<file path="src/rtl/key_device_if.sv">
// Processor load/store bus between the CPU data port and the key device.
// Master drives address/strobes/store data; slave returns load data and hit.
`timescale 1ns/1ps
`default_nettype none

interface key_device_if #(
  parameter int DBITS = 32
);
  logic [DBITS-1:0] dataAddr;
  logic             isLoad;
  logic             isStore;
  logic [DBITS-1:0] wrData;
  logic [DBITS-1:0] rdData;
  logic             rdHit;

  modport master (
    output dataAddr, isLoad, isStore, wrData,
    input  rdData, rdHit
  );

  modport slave (
    input  dataAddr, isLoad, isStore, wrData,
    output rdData, rdHit
  );
endinterface

`default_nettype wire

</file>
<file path="src/rtl/key_device.sv">
// ============================================================================
// Module   : key_device
// Purpose  : Debounced 4-key input with memory-mapped data/control registers
//            and a level interrupt on Ready & IE.
// Revision : 1.0 - initial release
// ============================================================================
`timescale 1ns/1ps
`default_nettype none

module key_device #(
  parameter int               DBITS           = 32,
  parameter int               DEBOUNCE_CYCLES = 10,
  parameter logic [DBITS-1:0] KDATA_ADDR      = 32'hF0000010,
  parameter logic [DBITS-1:0] KCTRL_ADDR      = 32'hF0000110
) (
  input  logic         clk,
  input  logic         reset,
  input  logic [3:0]   KEY,
  key_device_if.slave  bus,
  output logic         irq
);

  localparam int             c_cnt_w = $clog2(DEBOUNCE_CYCLES);
  localparam logic [c_cnt_w-1:0] c_last = c_cnt_w'(DEBOUNCE_CYCLES - 1);

  logic [3:0]         r_sync1;
  logic [3:0]         r_sync2;
  logic [3:0]         r_key_stable;
  logic [c_cnt_w-1:0] r_cnt;
  logic               r_ready;
  logic               r_overrun;
  logic               r_ie;

  logic [3:0]         w_key_sync;
  logic               w_differs;
  logic               w_change;
  logic               w_load;
  logic               w_hit_data;
  logic               w_hit_ctrl;
  logic               w_ctrl_wr;
  logic [DBITS-1:0]   w_kdata;
  logic [DBITS-1:0]   w_kctrl;
  logic               unused_wrdata;

  // Synchronizer idles at all-ones so released keys read as not pressed.
  always_ff @(posedge clk or posedge reset) begin
    if (reset) begin
      r_sync1 <= 4'hF;
      r_sync2 <= 4'hF;
    end else begin
      r_sync1 <= KEY;
      r_sync2 <= r_sync1;
    end
  end

  assign w_key_sync = ~r_sync2;
  assign w_differs  = (w_key_sync != r_key_stable);
  assign w_change   = w_differs && (r_cnt == c_last);

  always_ff @(posedge clk or posedge reset) begin
    if (reset) begin
      r_key_stable <= 4'h0;
      r_cnt        <= '0;
    end else if (!w_differs) begin
      r_cnt        <= '0;
    end else if (w_change) begin
      r_key_stable <= w_key_sync;
      r_cnt        <= '0;
    end else begin
      r_cnt        <= r_cnt + 1'b1;
    end
  end

  // A simultaneous load+store is a store, so it never counts as a read.
  assign w_load     = bus.isLoad && !bus.isStore;
  assign w_hit_data = w_load && (bus.dataAddr == KDATA_ADDR);
  assign w_hit_ctrl = w_load && (bus.dataAddr == KCTRL_ADDR);
  assign w_ctrl_wr  = bus.isStore && (bus.dataAddr == KCTRL_ADDR);

  always_ff @(posedge clk or posedge reset) begin
    if (reset) begin
      r_ready   <= 1'b0;
      r_overrun <= 1'b0;
      r_ie      <= 1'b0;
    end else begin
      if (w_change) begin
        r_ready <= 1'b1;
      end else if (w_hit_data) begin
        r_ready <= 1'b0;
      end
      // A change consumed by a same-cycle data read is not an overrun.
      if (w_change && r_ready && !w_hit_data) begin
        r_overrun <= 1'b1;
      end else if (w_ctrl_wr && !bus.wrData[2]) begin
        r_overrun <= 1'b0;
      end
      if (w_ctrl_wr) begin
        r_ie <= bus.wrData[8];
      end
    end
  end

  always_comb begin
    w_kdata       = '0;
    w_kdata[3:0]  = r_key_stable;
    w_kctrl       = '0;
    w_kctrl[8]    = r_ie;
    w_kctrl[2]    = r_overrun;
    w_kctrl[0]    = r_ready;
  end

  assign bus.rdHit  = w_hit_data || w_hit_ctrl;
  assign bus.rdData = w_hit_data ? w_kdata :
                      w_hit_ctrl ? w_kctrl : '0;
  assign irq        = r_ready && r_ie;

  assign unused_wrdata = ^{bus.wrData[DBITS-1:9], bus.wrData[7:3], bus.wrData[1:0]};

endmodule

`default_nettype wire

</file>
<file path="src/flat_wrapper.sv">
// flat-port wrapper written by rule: the top's interface ports become plain ports
module key_device_flat 
#(
  parameter int               DBITS           = 32,
  parameter int               DEBOUNCE_CYCLES = 10,
  parameter logic [DBITS-1:0] KDATA_ADDR      = 32'hF0000010,
  parameter logic [DBITS-1:0] KCTRL_ADDR      = 32'hF0000110
)
  (clk, reset, KEY, irq, bus_dataAddr, bus_isLoad, bus_isStore, bus_wrData, bus_rdData, bus_rdHit);
  key_device_if #(.DBITS(DBITS)) bus_i ();
  input  logic clk;
  input  logic reset;
  input  logic [3:0] KEY;
  output logic irq;
  input wire logic [$bits(bus_i.dataAddr)-1:0] bus_dataAddr;
  input wire logic [$bits(bus_i.isLoad)-1:0] bus_isLoad;
  input wire logic [$bits(bus_i.isStore)-1:0] bus_isStore;
  input wire logic [$bits(bus_i.wrData)-1:0] bus_wrData;
  output wire logic [$bits(bus_i.rdData)-1:0] bus_rdData;
  output wire logic [$bits(bus_i.rdHit)-1:0] bus_rdHit;
  assign bus_i.dataAddr = bus_dataAddr;
  assign bus_i.isLoad = bus_isLoad;
  assign bus_i.isStore = bus_isStore;
  assign bus_i.wrData = bus_wrData;
  assign bus_rdData = bus_i.rdData;
  assign bus_rdHit = bus_i.rdHit;
  key_device #(.DBITS(DBITS), .DEBOUNCE_CYCLES(DEBOUNCE_CYCLES), .KDATA_ADDR(KDATA_ADDR), .KCTRL_ADDR(KCTRL_ADDR)) u_core (.clk(clk), .reset(reset), .KEY(KEY), .bus(bus_i), .irq(irq));
endmodule
</file>
<file path="config.mk">
export PLATFORM = sky130hd
export DESIGN_NAME = key_device_flat
export DESIGN_NICKNAME = d
export VERILOG_FILES = /design/src/rtl/key_device_if.sv /design/src/rtl/key_device.sv /design/src/flat_wrapper.sv
export SDC_FILE = /design/constraint.sdc
export NUM_CORES = 1
export LEC_CHECK = 0
export CAP_MARGIN = 20
export CORE_AREA = 2 2 64 66
export CTS_BUF_LIST = sky130_fd_sc_hd__clkbuf_4
export DETAILED_ROUTE_END_ITERATION = 8
export DIE_AREA = 0 0 66 68
export HOLD_SLACK_MARGIN = 0.02
export PLACE_DENSITY = 0.81
export SYNTH_ARGS = -nofsm -noshare
export SYNTH_HDL_FRONTEND = slang
export SYNTH_SLANG_ARGS = --single-unit
</file>
<file path="constraint.sdc">
create_clock -name clk -period 3.4 [get_ports clk]
set_clock_uncertainty 0.2 [all_clocks]
set_input_delay 0.68 -clock clk [delete_from_list [all_inputs] [get_ports clk]]
set_output_delay 0.68 -clock clk [all_outputs]
set_load 0.005 [all_outputs]
</file>
==> impl_metrics.env, run 1 <==
export IMPL_slew_headroom_pct=55.07
export IMPL_grt_pass1_wl_um=3153
export IMPL_max_slew_worst_pin_slew_ns=0.6732
export IMPL_worst_ir_drop_vdd_mv=0.3526
export IMPL_critPathTopFamily="simple AND/OR/NAND/NOR gates"
export IMPL_utilization_pct=42.67
export IMPL_finalHoldViolCount=0
export IMPL_hold_buffers=0
export IMPL_cts_root_buf="clkbuf_4"
export IMPL_drt_total_wl_um=2131
export IMPL_r2r_setup_slack_ns=1.91
export IMPL_setup_tns_ns=0
export IMPL_num_fill_cells=397
export IMPL_rsz0062_at_grt="no"
export IMPL_start_util_pct=29.07
export IMPL_path_common_cell="buf_4"
export IMPL_numCtsBuffers=3
export IMPL_cts_sinks=19
export IMPL_setup_worst_path_start_class="primary input"
export IMPL_synth_edff_count=0
export IMPL_grtUsageTotal_pct=9.135
export IMPL_antennaDiodeCount=0
export IMPL_antenna_found_initial=0
export IMPL_syn2layout_area_growth_pct=46.76
export IMPL_synth_area_top_cells="dfrtp_1, dfstp_2, buf_4"
export IMPL_finalSetupViolations=0
export IMPL_cp_cell_sequence="dlygate4sd2_1, or4_4, nor4_4, buf_4, nor4b_4, buf_4, and2_4, buf_6"
export IMPL_outcome="finished clean"
export IMPL_yosysWarnings=0
export IMPL_post_place_ws_ns=-0.4665
export IMPL_synth_seq_cells=19
export IMPL_synthesis_area_um2=1121
export IMPL_cp_max_fo=2
export IMPL_dp_hpwl_um=1751
export IMPL_row_count=23
export IMPL_drc=0
export IMPL_hold_worst_slack_ns=0.1603
export IMPL_route_vias_total=870
export IMPL_cts_tree="yes"
export IMPL_synth_top_area_cell="dfrtp_1"
export IMPL_synth_ff_type="dfrtp_1"
export IMPL_slowest_stage="or4_4"
export IMPL_drtAntennaViolNets=0
export IMPL_yosysTopAreaCellShare_pct=24.55
export IMPL_grt_pass1_vias=779
export IMPL_max_clock_path_buffers=2
export IMPL_io_pins=106
export IMPL_routabilityCongestion=0.7158
export IMPL_cp_slowest_stage_delay_ns=0.49
export IMPL_gr_total_overflow=0
export IMPL_nNetsFinal=240
export IMPL_dr_first_iter_drc_count=10
export IMPL_leakage_nw=0.7827
export IMPL_maxCapViolations=0
export IMPL_fin_ws_ns=0.09748
export IMPL_cp_required_ns=2.52
export IMPL_endpoint_kind="output pin"
export IMPL_clk_pin_slew_ns=0.10
export IMPL_viasPerCell=4.047
export IMPL_drt_wirelength_per_cell_um=9.912
export IMPL_htreeDepth=1
export IMPL_clk_insertion_delay_late_ns=0.29
export IMPL_grt_max_degree=20
export IMPL_synth_area_per_cell_um2=10.38
export IMPL_cp_num_buf_inv=4
export IMPL_ys_seq_area_share_pct=43.30
export IMPL_die_w_um=66
export IMPL_synth_distinct_cells=33
export IMPL_port_buffers=48
export IMPL_dieArea_um2=4488
export IMPL_core_area_um2=3856
export IMPL_die_h_um=68
export IMPL_period_share_pct=97.13
export IMPL_power_density_nw_per_um2=365.3
export IMPL_cp_data_arrival_time_ns=2.42
export IMPL_slew_violations=0
export IMPL_finalCriticalPeriod_ns=3.303
export IMPL_crit_type="primary input to output pin"
export IMPL_syn_inst=108
export IMPL_drive_gt1_share_pct=20.00
export IMPL_hold_path_class="register to register"
export IMPL_max_freq_mhz=302.8
export IMPL_async_flop_share_pct=100.0
export IMPL_drt_pass1_iter_count=4
## worst reg2reg max path, stage by stage, from the launching register on
cell,delay [ns]
dfrtp_1,0.41
inv_1,0.06
ha_1,0.13
nand3b_1,0.23
inv_1,0.15
nand3_1,0.09
o2bb2ai_1,0.16
## Yosys cell counts, types with 2 or more instances
| cell | number |
|---|---|
| and2_1 | 2 |
| buf_4 | 27 |
| dfrtp_1 | 11 |
| dfstp_2 | 8 |
| ha_1 | 2 |
| inv_1 | 5 |
| mux2i_1 | 2 |
| nand2_1 | 6 |
| nand3_1 | 2 |
| nand4_1 | 4 |
| nor2_1 | 7 |
| nor4_1 | 3 |
| o21ai_0 | 4 |
| o2bb2ai_1 | 2 |
| xor2_1 | 5 |
## path summary, 6_finish.rpt
check	start	to	cells after the start
setup / recovery	bus_dataAddr[20]	bus_rdData[1]	8
hold / removal	u_core.r_sync1[3]	u_core.r_sync2[3]	0
setup reg to reg	u_core.r_cnt[1]	u_core.r_overrun	6
hold reg to reg	u_core.r_sync1[3]	u_core.r_sync2[3]	0
max in group asynchronous	reset	u_core.r_key_stable[1]	2
min in group asynchronous	reset	u_core.r_cnt[0]	2
## flip-flops by register name, summed over array words and instances (netlist names)
signal / flops
u_core.r_ie: 1
u_core.r_sync2: 4
u_core.r_key_stable: 4
u_core.r_ready: 1
u_core.r_sync1: 4
u_core.r_cnt: 4
u_core.r_overrun: 1
## stage by stage
stage | power (mW) | instances | cell area, µm²
5_1_grt | 0.6543 | 215 | 1645
2_1_floorplan | 0.4501 | 134 | 1219
3_5_place_dp | 0.5013 | 207 | 1578
6_report | 0.6010 | 215 | 1645
4_1_cts | 0.6057 | 215 | 1612
3_3_place_gp | 0.4933 | 207 | 1578
## cell usage in the layout, fill, tap and decap left out, drive strengths merged, types with 3 or more instances in the layout
cell type and instances:
dfrtp 11, nand2 6, clkbuf 3, nor2 7, clkdlybuf4s15 3, xor2 5
o21ai 4, nand4 4, conb 27, nor4 4, inv 5, dfstp 8
clkdlybuf4s50 29, dlygate4sd2 10, buf 11
## logic make-up after synthesis
family                     share of synthesized area (%)
and+or+nand+nor                                    23.22
other                                             0.3345
muxes                                              2.790
DFF                                                43.30
adders and majority gates                          2.232
buffers and inverters                              20.09
AOI/OAI and AO/OA                                  3.349
xor gates and xnor gates                           4.687
## per-layer routing
metal,wire (µm),track usage (%)
met5,0,0
met4,31,2.041
met3,250,3.947
met2,1081,18.31
met1,767,8.528
## power breakdown
part / switching (mW) / internal, mW / total (mW)
Clock: 0.0638 / 0.0437 / 0.108
Combinational: 0.0786 / 0.0933 / 0.172
Sequential: 0.0409 / 0.281 / 0.322
## area by class of cell
cell class | count | area (µm²) | area share [%]
clock buffer | 3 | 22.52 | 1.369
clock inverter | 1 | 5.005 | 0.3042
inverter | 5 | 18.77 | 1.141
multi-input combinational | 82 | 539.3 | 32.78
sequential | 19 | 485.5 | 29.51
tap | 50 | 62.56 | 3.802
timing repair buffer | 55 | 511.7 | 31.10
## repair_timing
item                                    in CTS  in global routing
setup buffers                                4                  0
pin swaps                                    8                  6
endpoints found under the setup margin       6                  6
gates resized for setup                     32                  9
No activity file was read; power rests on OpenSTA's default activity.
==> run 2: changes to the inputs <==
SLEW_MARGIN = 20   (was default)
==> results of run 2 <==
The final DEF is identical to that of run 1; final timing and power are the same.
